[src/rtl/vram_arbiter.sv]
// vram_arbiter: shares one single-port video memory between the display
// fetch path, host reads and a small queue of posted host writes.
// One access slot per cycle, fixed priority display > host read > host write.
module vram_arbiter #(
  parameter int AW         = 13,
  parameter int DW         = 8,
  parameter int FIFO_DEPTH = 4,
  localparam int LW        = $clog2(FIFO_DEPTH) + 1
) (
  input  logic          clk,
  input  logic          rst,
  input  logic          disp_req,
  input  logic [AW-1:0] disp_addr,
  output logic          disp_valid,
  output logic [DW-1:0] disp_data,
  input  logic          host_wr_valid,
  output logic          host_wr_ready,
  input  logic [AW-1:0] host_wr_addr,
  input  logic [DW-1:0] host_wr_data,
  input  logic          host_rd_valid,
  output logic          host_rd_ready,
  input  logic [AW-1:0] host_rd_addr,
  output logic          host_rd_done,
  output logic [DW-1:0] host_rd_data,
  output logic [LW-1:0] fifo_level,
  output logic          mem_en,
  output logic          mem_we,
  output logic [AW-1:0] mem_addr,
  output logic [DW-1:0] mem_din,
  input  logic [DW-1:0] mem_dout
);

  localparam int PW = $clog2(FIFO_DEPTH);

  // Goes high on the first edge after reset release; gates every slot so
  // nothing touches memory while reset is held.
  logic          active_reg;
  logic          wr_ready_reg;
  logic [LW-1:0] level_reg;
  logic [LW-1:0] level_next;
  logic [PW-1:0] wr_ptr_reg;
  logic [PW-1:0] rd_ptr_reg;
  logic          disp_valid_reg;
  logic          rd_done_reg;
  logic [AW-1:0] hold_addr_reg;
  logic [DW-1:0] hold_din_reg;

  logic [AW-1:0] fifo_addr [FIFO_DEPTH];
  logic [DW-1:0] fifo_data [FIFO_DEPTH];

  logic disp_slot;
  logic rd_slot;
  logic wr_slot;
  logic push;

  // Slot arbitration: a read is only offered when the write queue is empty,
  // so it can never overtake a queued write.
  assign host_rd_ready = active_reg & host_rd_valid & ~disp_req & (level_reg == '0);
  assign host_wr_ready = wr_ready_reg;
  assign fifo_level    = level_reg;
  assign disp_valid    = disp_valid_reg;
  assign host_rd_done  = rd_done_reg;
  assign disp_data     = disp_valid_reg ? mem_dout : '0;
  assign host_rd_data  = rd_done_reg ? mem_dout : '0;
  assign push          = host_wr_valid & wr_ready_reg;

  // Pick the single memory user for this cycle.
  always_comb begin
    disp_slot = active_reg & disp_req;
    rd_slot   = host_rd_valid & host_rd_ready;
    wr_slot   = active_reg & ~disp_req & ~rd_slot & (level_reg != '0);
  end

  // Drive the memory port from the winning requester; address and data hold
  // their last value when the slot is idle.
  always_comb begin
    mem_en   = 1'b0;
    mem_we   = 1'b0;
    mem_addr = hold_addr_reg;
    mem_din  = hold_din_reg;
    if (disp_slot) begin
      mem_en   = 1'b1;
      mem_addr = disp_addr;
    end else if (rd_slot) begin
      mem_en   = 1'b1;
      mem_addr = host_rd_addr;
    end else if (wr_slot) begin
      mem_en   = 1'b1;
      mem_we   = 1'b1;
      mem_addr = fifo_addr[rd_ptr_reg];
      mem_din  = fifo_data[rd_ptr_reg];
    end
  end

  // Next occupancy: simultaneous push and pop cancel out.
  always_comb begin
    level_next = level_reg;
    if (push && !wr_slot) begin
      level_next = level_reg + LW'(1);
    end else if (!push && wr_slot) begin
      level_next = level_reg - LW'(1);
    end
  end

  // Write queue storage; contents are don't-care until pointers cover them.
  always_ff @(posedge clk) begin
    if (push) begin
      fifo_addr[wr_ptr_reg] <= host_wr_addr;
      fifo_data[wr_ptr_reg] <= host_wr_data;
    end
  end

  // Control state: pointers, occupancy, registered ready and response strobes.
  always_ff @(posedge clk or posedge rst) begin
    if (rst) begin
      active_reg     <= 1'b0;
      wr_ready_reg   <= 1'b0;
      level_reg      <= '0;
      wr_ptr_reg     <= '0;
      rd_ptr_reg     <= '0;
      disp_valid_reg <= 1'b0;
      rd_done_reg    <= 1'b0;
      hold_addr_reg  <= '0;
      hold_din_reg   <= '0;
    end else begin
      active_reg     <= 1'b1;
      level_reg      <= level_next;
      wr_ready_reg   <= (level_next != LW'(FIFO_DEPTH));
      disp_valid_reg <= disp_slot;
      rd_done_reg    <= rd_slot;
      if (push) begin
        wr_ptr_reg <= wr_ptr_reg + PW'(1);
      end
      if (wr_slot) begin
        rd_ptr_reg <= rd_ptr_reg + PW'(1);
      end
      if (mem_en) begin
        hold_addr_reg <= mem_addr;
        hold_din_reg  <= mem_din;
      end
    end
  end

endmodule

[config.mk]
export PLATFORM = sky130hd
export DESIGN_NAME = vram_arbiter
export DESIGN_NICKNAME = d
export VERILOG_FILES = /design/src/rtl/vram_arbiter.sv
export SDC_FILE = /design/constraint.sdc
export NUM_CORES = 1
export LEC_CHECK = 0
export BUFFER_PORTS_ARGS = -buffer_cell sky130_fd_sc_hd__buf_2
export CORE_MARGIN = 2
export CORE_UTILIZATION = 45
export CTS_CLUSTER_DIAMETER = 150
export DETAILED_ROUTE_END_ITERATION = 10
export PLACE_DENSITY = 0.71
export RECOVER_POWER = 25
export REMOVE_ABC_BUFFERS = 1
export SLEW_MARGIN = 30
export SYNTH_ARGS = -nofsm -noshare
export SYNTH_HDL_FRONTEND = slang
export SYNTH_SLANG_ARGS = --single-unit
[constraint.sdc]
create_clock -name clk -period 1.6 [get_ports clk]
set_input_delay 0.16 -clock clk [delete_from_list [all_inputs] [get_ports clk]]
set_output_delay 0.16 -clock clk [all_outputs]
set_load 0.005 [all_outputs]
==> flow_summary.json, run 1 <==
{
  "synth_warnings": 0,
  "setup-violations-final": 35,
  "synth_area_sq_um": 4940,
  "stdcell_count": 650,
  "grt_overflow_total": 0,
  "end_kind": "output pin",
  "core_sq_um": 10800,
  "vias": 3426,
  "io_pins": 106,
  "synth_edf_count": 84,
  "cap_violations": 0,
  "die_y_um": 109,
  "synth.distinct_cells": 38,
  "antenna_found_initial": 0,
  "dp.cells": 561,
  "yosysSeqAreaShare_pct": 67.3,
  "cts_max_level": 4,
  "fmax_ghz": 0.446,
  "initial_core_util_pct": 45.7,
  "hold_class": "input port to flop",
  "place_area_sq_um": 5870,
  "outcome": "finished, violations left",
  "grt_pass1_vias": 3600,
  "r2r-start": "fifo_level[0]$_DFF_PP0_",
  "synth-seq-cells": 116,
  "dieArea_sq_um": 11800,
  "crit_required_ns": 1.44,
  "path_clk_slew_ns": 0.06,
  "grt_max_degree": 33,
  "worst_slack_ns": -0.645,
  "hold_ws_ns": 0.0259,
  "postRouteAntennaNets": 0,
  "syn_avg_cell_area_sq_um": 16.7,
  "p_leak_nw": 3.01,
  "drc": 0,
  "setup_tns_ns": -14.53,
  "fin_nets": 564,
  "syn_inst": 296,
  "worstPathMaxFanout": 13,
  "ff2ff_setup_slack_ns": -0.22,
  "mostFrequentLayoutCells": "edfxtp_1 (84), buf_2 (81), dlygate4sd3_1 (41)",
  "layout_commonest_cell": "edfxtp_1",
  "portBuffers": 105,
  "yosysTopAreaCellShare_pct": 51.1,
  "worst_ep_arrival_time_ns": 2.08,
  "clk_path_buf_depth": 2,
  "rows": 38,
  "cts_sinks": 116,
  "powerDensity_nw_per_um2": 1700,
  "drt-total-wl_um": 12200,
  "ctsRootBufferMaster": "clkbuf_8",
  "rsz0062_at_grt": "yes",
  "fin_area_sq_um": 7220,
  "area_growth_pct": 46.3,
  "worst_setup_path_start_kind": "flop",
  "cp-startpoint": "fifo_level[0]$_DFF_PP0_",
  "period_minus_slack_ns": 2.24,
  "clock_latency_ns": 0.52,
  "grt_usage_pct": 21.2,
  "worstSetupPathType": "flop to output pin",
  "synth_area_leaders": "edfxtp_1 (51%), dfrtp_1 (16%), mux4_2 (6.8%)",
  "drtIter0Drc": 304,
  "synth_ff_type": "edfxtp_1",
  "routabilityCongestion": 0.720,
  "hpwl_um": 7030,
  "yosys.area.top_type": "edfxtp_1",
  "final_max_slew_viol_count": 0,
  "min_period_over_period_pct": 140,
  "cts_tree": "yes",
  "largest_reg_flops": 52,
  "grt_pass1_wl_um": 18100,
  "dr.pass1.iters": 4,
  "r2r-end": "hold_din_reg[5]$_DFFE_PP0P_",
  "wl_per_cell_um": 18.7,
  "pre_cts_ws_ns": -0.125,
  "final-hold-violation-count": 0,
  "diodes": 0,
  "reg2reg_depth": 9,
  "ir_worst_vdd_mv": 1.27,
  "crit_end": "mem_din[1]",
  "fin_skew_ns": 0.00882,
  "cts_buffers": 17,
  "drive_above_1_share_pct": 45.9,
  "routed_via_density": 5.27,
  "fp.dieW_um": 109,
  "ys_async_sr_fraction_pct": 27.6,
  "violations": "setup timing"
}
## final cells by class
class,instances,area [sq um]
clock buffers,21,514
flip-flops and latches,116,3320
fillers,726,3570
multi-input cells,161,1590
inverters,6,22.5
clock inverters,11,85.1
repair buffers,195,1520
well taps,140,175
## per-layer routing
layer  wire, um  GRT usage (%)  vias to the layer above
li1           -              -                     1547
met1       4700           23.5                     1717
met2       6530           38.7                      140
met3        744           5.44                       22
met4        189           8.42                        0
met5          0              0                        -
## worst min path at each step
stage	depth (start not counted)	to	slack, ns	from
floorplan	0	fifo_addr[0][0]$_DFFE_PP_	0.26	host_wr_addr[0]
global placement	3	hold_addr_reg[2]$_DFFE_PP0P_	0.28	rst
detailed placement	3	hold_addr_reg[2]$_DFFE_PP0P_	0.29	rst
global route	4	hold_addr_reg[0]$_DFFE_PP0P_	0.03	host_rd_addr[0]
CTS	4	hold_addr_reg[9]$_DFFE_PP0P_	0.01	host_rd_addr[9]
finish	4	hold_addr_reg[0]$_DFFE_PP0P_	0.03	host_rd_addr[0]
## kinds of logic (layout without fill, tap and decap cells)
kind of cell,after synthesis,count (layout),synth area share (%)
AO/OA/AOI/OAI,22,22,3.22
XOR/XNOR,4,4,0.710
adder cells (fa/ha/maj),7,7,1.77
buffers and inverters,19,233,2.58
flip-flops,116,116,67.3
multiplexers,38,38,14.7
other,1,1,0.0760
AND/OR/NAND/NOR,89,89,9.66
## worst max-delay path, stage by stage, from the launching register on
cell,delay [ns]
dfrtp_1,0.37
inv_2,0.06
ha_4,0.17
nand2b_4,0.08
and2_4,0.21
buf_4,0.23
mux2_4,0.33
buf_6,0.12
## synthesized netlist by cell type, types with 2 or more instances
master,n
a21oi_1,3
a22oi_1,13
and2_1,18
and3_1,4
and4b_1,2
buf_2,5
buf_4,2
buf_6,2
dfrtp_1,32
edfxtp_1,84
ha_1,7
inv_1,6
mux2_1,2
mux2_2,5
mux2_4,10
mux4_1,6
mux4_2,15
nand2_1,29
nand3_1,28
o211ai_1,2
or3_1,2
xnor2_1,3
## report_power, final
part           internal (mW)  switching, mW  leakage [nW]
Combinational           2.47           1.84          1.57
Clock                   2.29           1.39         0.287
Sequential              4.01          0.297          1.15
## timing repair
action / in CTS / in global routing
resized for setup: 34 / 27
pin swaps: 4 / 7
buffers inserted: 11 / 7
setup endpoints to repair: 30 / 39
hold endpoints to repair: 129 / 0
hold buffers: 41 / 0
gates cloned: 2 / 0
## metrics by stage
step	power [mW]	util, %
floorplan	6.25	-
detailed placement	7.70	54.4
global route	12.9	66.9
global placement	7.57	54.4
finish	12.3	66.9
CTS	12.1	66.2
No activity file was read; power rests on OpenSTA's default activity.
==> run 2: changes to the inputs <==
- PLACE_DENSITY: 0.71 -> 0.68
- clock period: 1.6 -> 2.5 ns (I/O delays scaled with it)
==> flow_summary.json, run 2 (synthesis results as in run 1) <==
{
  "setup-violations-final": 0,
  "largest_reg_flops": 52,
  "crit_required_ns": 2.25,
  "ctsRootBufferMaster": "clkbuf_8",
  "reg2reg_depth": 8,
  "min_period_over_period_pct": 96.7,
  "end_kind": "output pin",
  "fin_nets": 544,
  "routed_via_density": 5.12,
  "cts_tree": "yes",
  "worstSetupPathType": "flop to output pin",
  "grt_overflow_total": 0,
  "grt_usage_pct": 19.6,
  "hpwl_um": 6770,
  "grt_pass1_wl_um": 16900,
  "clock_latency_ns": 0.50,
  "worst_setup_path_start_kind": "flop",
  "stdcell_count": 630,
  "crit_buf_inv": 3,
  "antenna_found_initial": 0,
  "outcome": "finished clean",
  "rsz0062_at_grt": "yes",
  "period_minus_slack_ns": 2.42,
  "worst_ep_arrival_time_ns": 2.17,
  "cap_violations": 0,
  "hold_ws_ns": 0.0185,
  "cts_sinks": 116,
  "cts_buffers": 17,
  "portBuffers": 105,
  "r2r-end": "hold_addr_reg[11]$_DFFE_PP0P_",
  "ff2ff_setup_slack_ns": 0.32,
  "cts_max_level": 4,
  "worstPathMaxFanout": 11,
  "cp-startpoint": "fifo_level[0]$_DFF_PP0_",
  "final_max_slew_viol_count": 0,
  "diodes": 0,
  "dieArea_sq_um": 11800,
  "hold_class": "input port to flop",
  "crit_family": "buffers and inverters",
  "path_clk_slew_ns": 0.06,
  "area_growth_pct": 38.6,
  "fin_util_pct": 63.4,
  "postRouteAntennaNets": 0,
  "cp.depth": 8,
  "powerDensity_nw_per_um2": 1100,
  "grt_pass1_vias": 3331,
  "fp.dieW_um": 109,
  "final-hold-violation-count": 0,
  "drc": 0,
  "worst_slack_ns": 0.0817,
  "dp.cells": 545,
  "crit_end": "mem_addr[1]",
  "fin_skew_ns": 0.0150,
  "max_stage_delay_ns": 0.43,
  "dr.pass1.iters": 4,
  "layout_commonest_cell": "buf_2",
  "die_y_um": 109,
  "ir_worst_vdd_mv": 0.724,
  "core_sq_um": 10800,
  "worstPathCellList": "inv_1 -> ha_2 -> nand2b_4 -> and2_4 -> bufbuf_16 -> nand2_1 -> nand3_1 -> buf_2",
  "io_pins": 106,
  "routabilityCongestion": 0.803,
  "vias": 3226,
  "pre_cts_ws_ns": 0.368,
  "rows": 38,
  "clk_path_buf_depth": 2,
  "drive_above_1_share_pct": 37.6,
  "mostFrequentLayoutCells": "buf_2 (87), edfxtp_1 (84), dlygate4sd3_1 (40)",
  "p_leak_nw": 2.86,
  "r2r-start": "fifo_level[0]$_DFF_PP0_",
  "fmax_ghz": 0.414,
  "drtIter0Drc": 172,
  "grt_max_degree": 24,
  "initial_core_util_pct": 45.7,
  "wl_per_cell_um": 17.6,
  "slowest_stage": "dfrtp_2",
  "drt-total-wl_um": 11100
}
## run 2: changes by cell type in the layout (fill, tap and decap cells not counted), moves of 5 or more
cell | previous run | this run
buf_12 | 8 | 2
buf_2 | 81 | 87
buf_6 | 16 | 2
bufinv_16 | 0 | 5
clkbuf_1 | 15 | 21
mux2_4 | 15 | 10
nand2_1 | 23 | 29
nand2_2 | 6 | 0
## run 2: worst min-delay path: cells and delay by family
family / cells / cell delay, ns
buffers and inverters: 1 / 0.08
AND/OR/NAND/NOR: 1 / 0.09
AO/OA/AOI/OAI: 1 / 0.07
## run 2: routing by layer
metal	vias up	global-route usage (%)	routed length, um
met3	4	4.54	664
met5	-	0	0
met4	0	7.23	43
met2	110	34.1	5770
li1	1513	-	-
met1	1599	24.0	4610
## run 2: how the worst min path moves through the flow
stage / start / endpoint / slack [ns] / depth (start not counted)
finish: host_rd_addr[0] / hold_addr_reg[0]$_DFFE_PP0P_ / 0.02 / 3
global route: host_rd_addr[6] / hold_addr_reg[6]$_DFFE_PP0P_ / 0.01 / 3
CTS: host_rd_addr[6] / hold_addr_reg[6]$_DFFE_PP0P_ / 0.0005 / 3
detailed placement: rst / disp_valid$_DFF_PP0_ / 0.28 / 2
floorplan: host_wr_addr[0] / fifo_addr[0][0]$_DFFE_PP_ / 0.35 / 0
global placement: rst / disp_valid$_DFF_PP0_ / 0.27 / 2
## run 2: cell type report
| class | count | area, sq um |
|---|---|---|
| clock buffers | 20 | 425 |
| flip-flops and latches | 116 | 3330 |
| clock inverters | 12 | 204 |
| multi-input cells | 161 | 1500 |
| inverters | 6 | 22.5 |
| repair buffers | 175 | 1190 |
| well taps | 140 | 175 |
| fillers | 799 | 3950 |
## run 2: what timing repair did
| item | CTS | global route |
|---|---|---|
| endpoints found under the setup margin | 21 | 21 |
| hold buffers | 40 | 0 |
| gates cloned | 1 | 1 |
| hold endpoints to repair | 106 | 0 |
| buffers inserted | 5 | 6 |
| gates resized for setup | 4 | 8 |
## run 2: report_power, final
| part | total (mW) | switching [mW] | internal, mW | leakage, nW |
|---|---|---|---|---|
| Clock | 2.55 | 0.829 | 1.72 | 0.307 |
| Combinational | 2.18 | 0.948 | 1.23 | 1.40 |
| Sequential | 2.80 | 0.232 | 2.57 | 1.15 |
## run 2: through the flow
step	setup TNS, ns	area (sq um)	power, mW
6_report	0	6850	7.53
5_1_grt	-0.0381	6850	7.92
2_1_floorplan	0	4830	4.00
3_5_place_dp	0	5680	4.71
4_1_cts	0	6790	7.49
3_3_place_gp	0	5680	4.65
==> run 3: changes to the inputs <==
- CORE_UTILIZATION: 45 -> 35
- PLACE_DENSITY: 0.68 -> not set
==> flow_summary.json, run 3 (synthesis results as in run 1) <==
{
  "grt_usage_pct": 14.9,
  "clkPwrFrac_pct": 32.4,
  "initial_core_util_pct": 35.7,
  "largest_reg_flops": 52,
  "worst_ep_arrival_time_ns": 2.13,
  "setup-violations-final": 0,
  "outcome": "finished clean",
  "clock_latency_ns": 0.40,
  "wl_per_cell_um": 17.5,
  "final-hold-violation-count": 0,
  "grt_pass1_wl_um": 16200,
  "fin_skew_ns": 0.00726,
  "cap_violations": 0,
  "crit_required_ns": 2.25,
  "grt_pass1_vias": 3067,
  "fmax_ghz": 0.420,
  "p_switching_mw": 1.89,
  "die_y_um": 123,
  "cts_sinks": 116,
  "dr.pass1.iters": 5,
  "worstPathMaxFanout": 13,
  "final_max_slew_viol_count": 0,
  "grt_max_degree": 33,
  "mostFrequentLayoutCells": "buf_2 (87), edfxtp_1 (84), dfrtp_1 (30)",
  "p_leak_nw": 2.56,
  "layout_commonest_cell": "buf_2",
  "io_pins": 106,
  "combinationalPowerShare_pct": 27.2,
  "tightest_slew_ns": 0.775,
  "area_growth_pct": 27.5,
  "routabilityCongestion": 0.712,
  "clk_path_buf_depth": 2,
  "cts_max_level": 4,
  "setup_tns_ns": 0,
  "fin_nets": 488,
  "drt-total-wl_um": 10800,
  "swShare_pct": 27.2,
  "cts_tree": "yes",
  "hold_class": "input port to flop",
  "worstSetupPathType": "flop to output pin",
  "diodes": 0,
  "drive_above_1_share_pct": 38.0,
  "dieArea_sq_um": 15100,
  "rsz0062_at_grt": "no",
  "worst_setup_path_start_kind": "flop",
  "p_int_mw": 5.06,
  "drc": 0,
  "period_minus_slack_ns": 2.38,
  "cts_buffers": 17,
  "portBuffers": 105,
  "rows": 43,
  "ctsRootBufferMaster": "clkbuf_16",
  "slew_headroom_pct": 48.4,
  "fp.dieW_um": 123,
  "routed_via_density": 4.86,
  "vias": 2984,
  "fin_util_pct": 45.5,
  "postRouteAntennaNets": 0,
  "path_clk_slew_ns": 0.05,
  "drtIter0Drc": 132,
  "grt_overflow_total": 0,
  "pwr-share-seq_pct": 40.4,
  "powerDensity_nw_per_um2": 1100,
  "ir_worst_vdd_mv": 0.680,
  "min_period_over_period_pct": 95.2,
  "end_kind": "output pin",
  "core_sq_um": 13800,
  "antenna_found_initial": 0,
  "hpwl_um": 6920
}
==> run 3: cell types whose count changed in the layout (fill, tap and decap cells not counted), moves of 2 or more <==
cell	delta
buf_4	-16
bufinv_16	-3
clkbuf_1	-2
clkbuf_16	+2
clkinv_1	+4
clkinv_2	+3
clkinv_4	-4
clkinvlp_4	+2
dlygate4sd3_1	-39
==> run 3: path summary, 6_finish.rpt <==
check | startpoint | cells past startpoint | to | slack (ns)
worst max-delay path | rd_ptr_reg[0]$_DFFE_PP0N_ | 4 | mem_din[2] | 0.12
worst min-delay path | host_wr_addr[9] | 1 | fifo_addr[2][9]$_DFFE_PP_ | 0.07
worst max register to register | rd_ptr_reg[0]$_DFFE_PP0N_ | 3 | hold_din_reg[2]$_DFFE_PP0P_ | 0.78
worst min register to register | hold_din_reg[7]$_DFFE_PP0P_ | 1 | hold_din_reg[7]$_DFFE_PP0P_ | 0.50
max in group asynchronous | rst | 4 | rd_ptr_reg[0]$_DFFE_PP0N_ | 1.65
min in group asynchronous | rst | 4 | hold_din_reg[1]$_DFFE_PP0P_ | 0.50
==> run 3: routing by layer <==
metal | global-route usage [%] | up-vias | routed length [um]
li1 | - | 1397 | -
met1 | 17.8 | 1468 | 4620
met2 | 25.3 | 102 | 5330
met3 | 4.83 | 17 | 646
met4 | 5.53 | 0 | 160
met5 | 0 | - | 0
==> run 3: cell type report <==
class	count	area, sq um
clock buffer	19	443
clock inverter	13	115
fill	1235	7530
inverter	6	22.5
multi-input combinational	161	1500
sequential	116	3330
tap	180	225
timing repair buffer	119	657
==> run 3: repair_timing <==
action	4_1_cts	5_1_grt
endpoints found under the setup margin	14	21
hold endpoints to repair	32	0
gates cloned	0	1
setup buffers	0	0
resized for setup	2	6
hold buffers	1	0
==> run 3: worst max-delay path: stages, from the launching register on <==
cell and delay (ns):
dfrtp_4 0.59, buf_12 0.20, mux4_2 0.54, mux2_4 0.27, buf_2 0.13
==> run 3: power by group through the flow <==
stage	clock [mW]	combinational [mW]	sequential, mW
final	2.25	1.89	2.81
after global routing	2.39	2.09	2.86
after CTS	2.31	1.90	2.82
after detailed placement	0	1.89	2.84
after global placement	0	1.88	2.81
after floorplan	0	1.16	2.84
==> run 3: through the flow <==
stage	cell area, sq um	setup WS [ns]	std cells	power (mW)	hold slack, ns
final	6290	0.120	614	6.95	0.0747
after CTS	6270	0.0262	613	7.02	0.0421
after global placement	5700	0.303	580	4.69	0.392
after floorplan	4830	0.0758	283	4.00	0.349
after global routing	6290	0.0250	614	7.34	0.0733
after detailed placement	5700	0.264	580	4.73	0.389
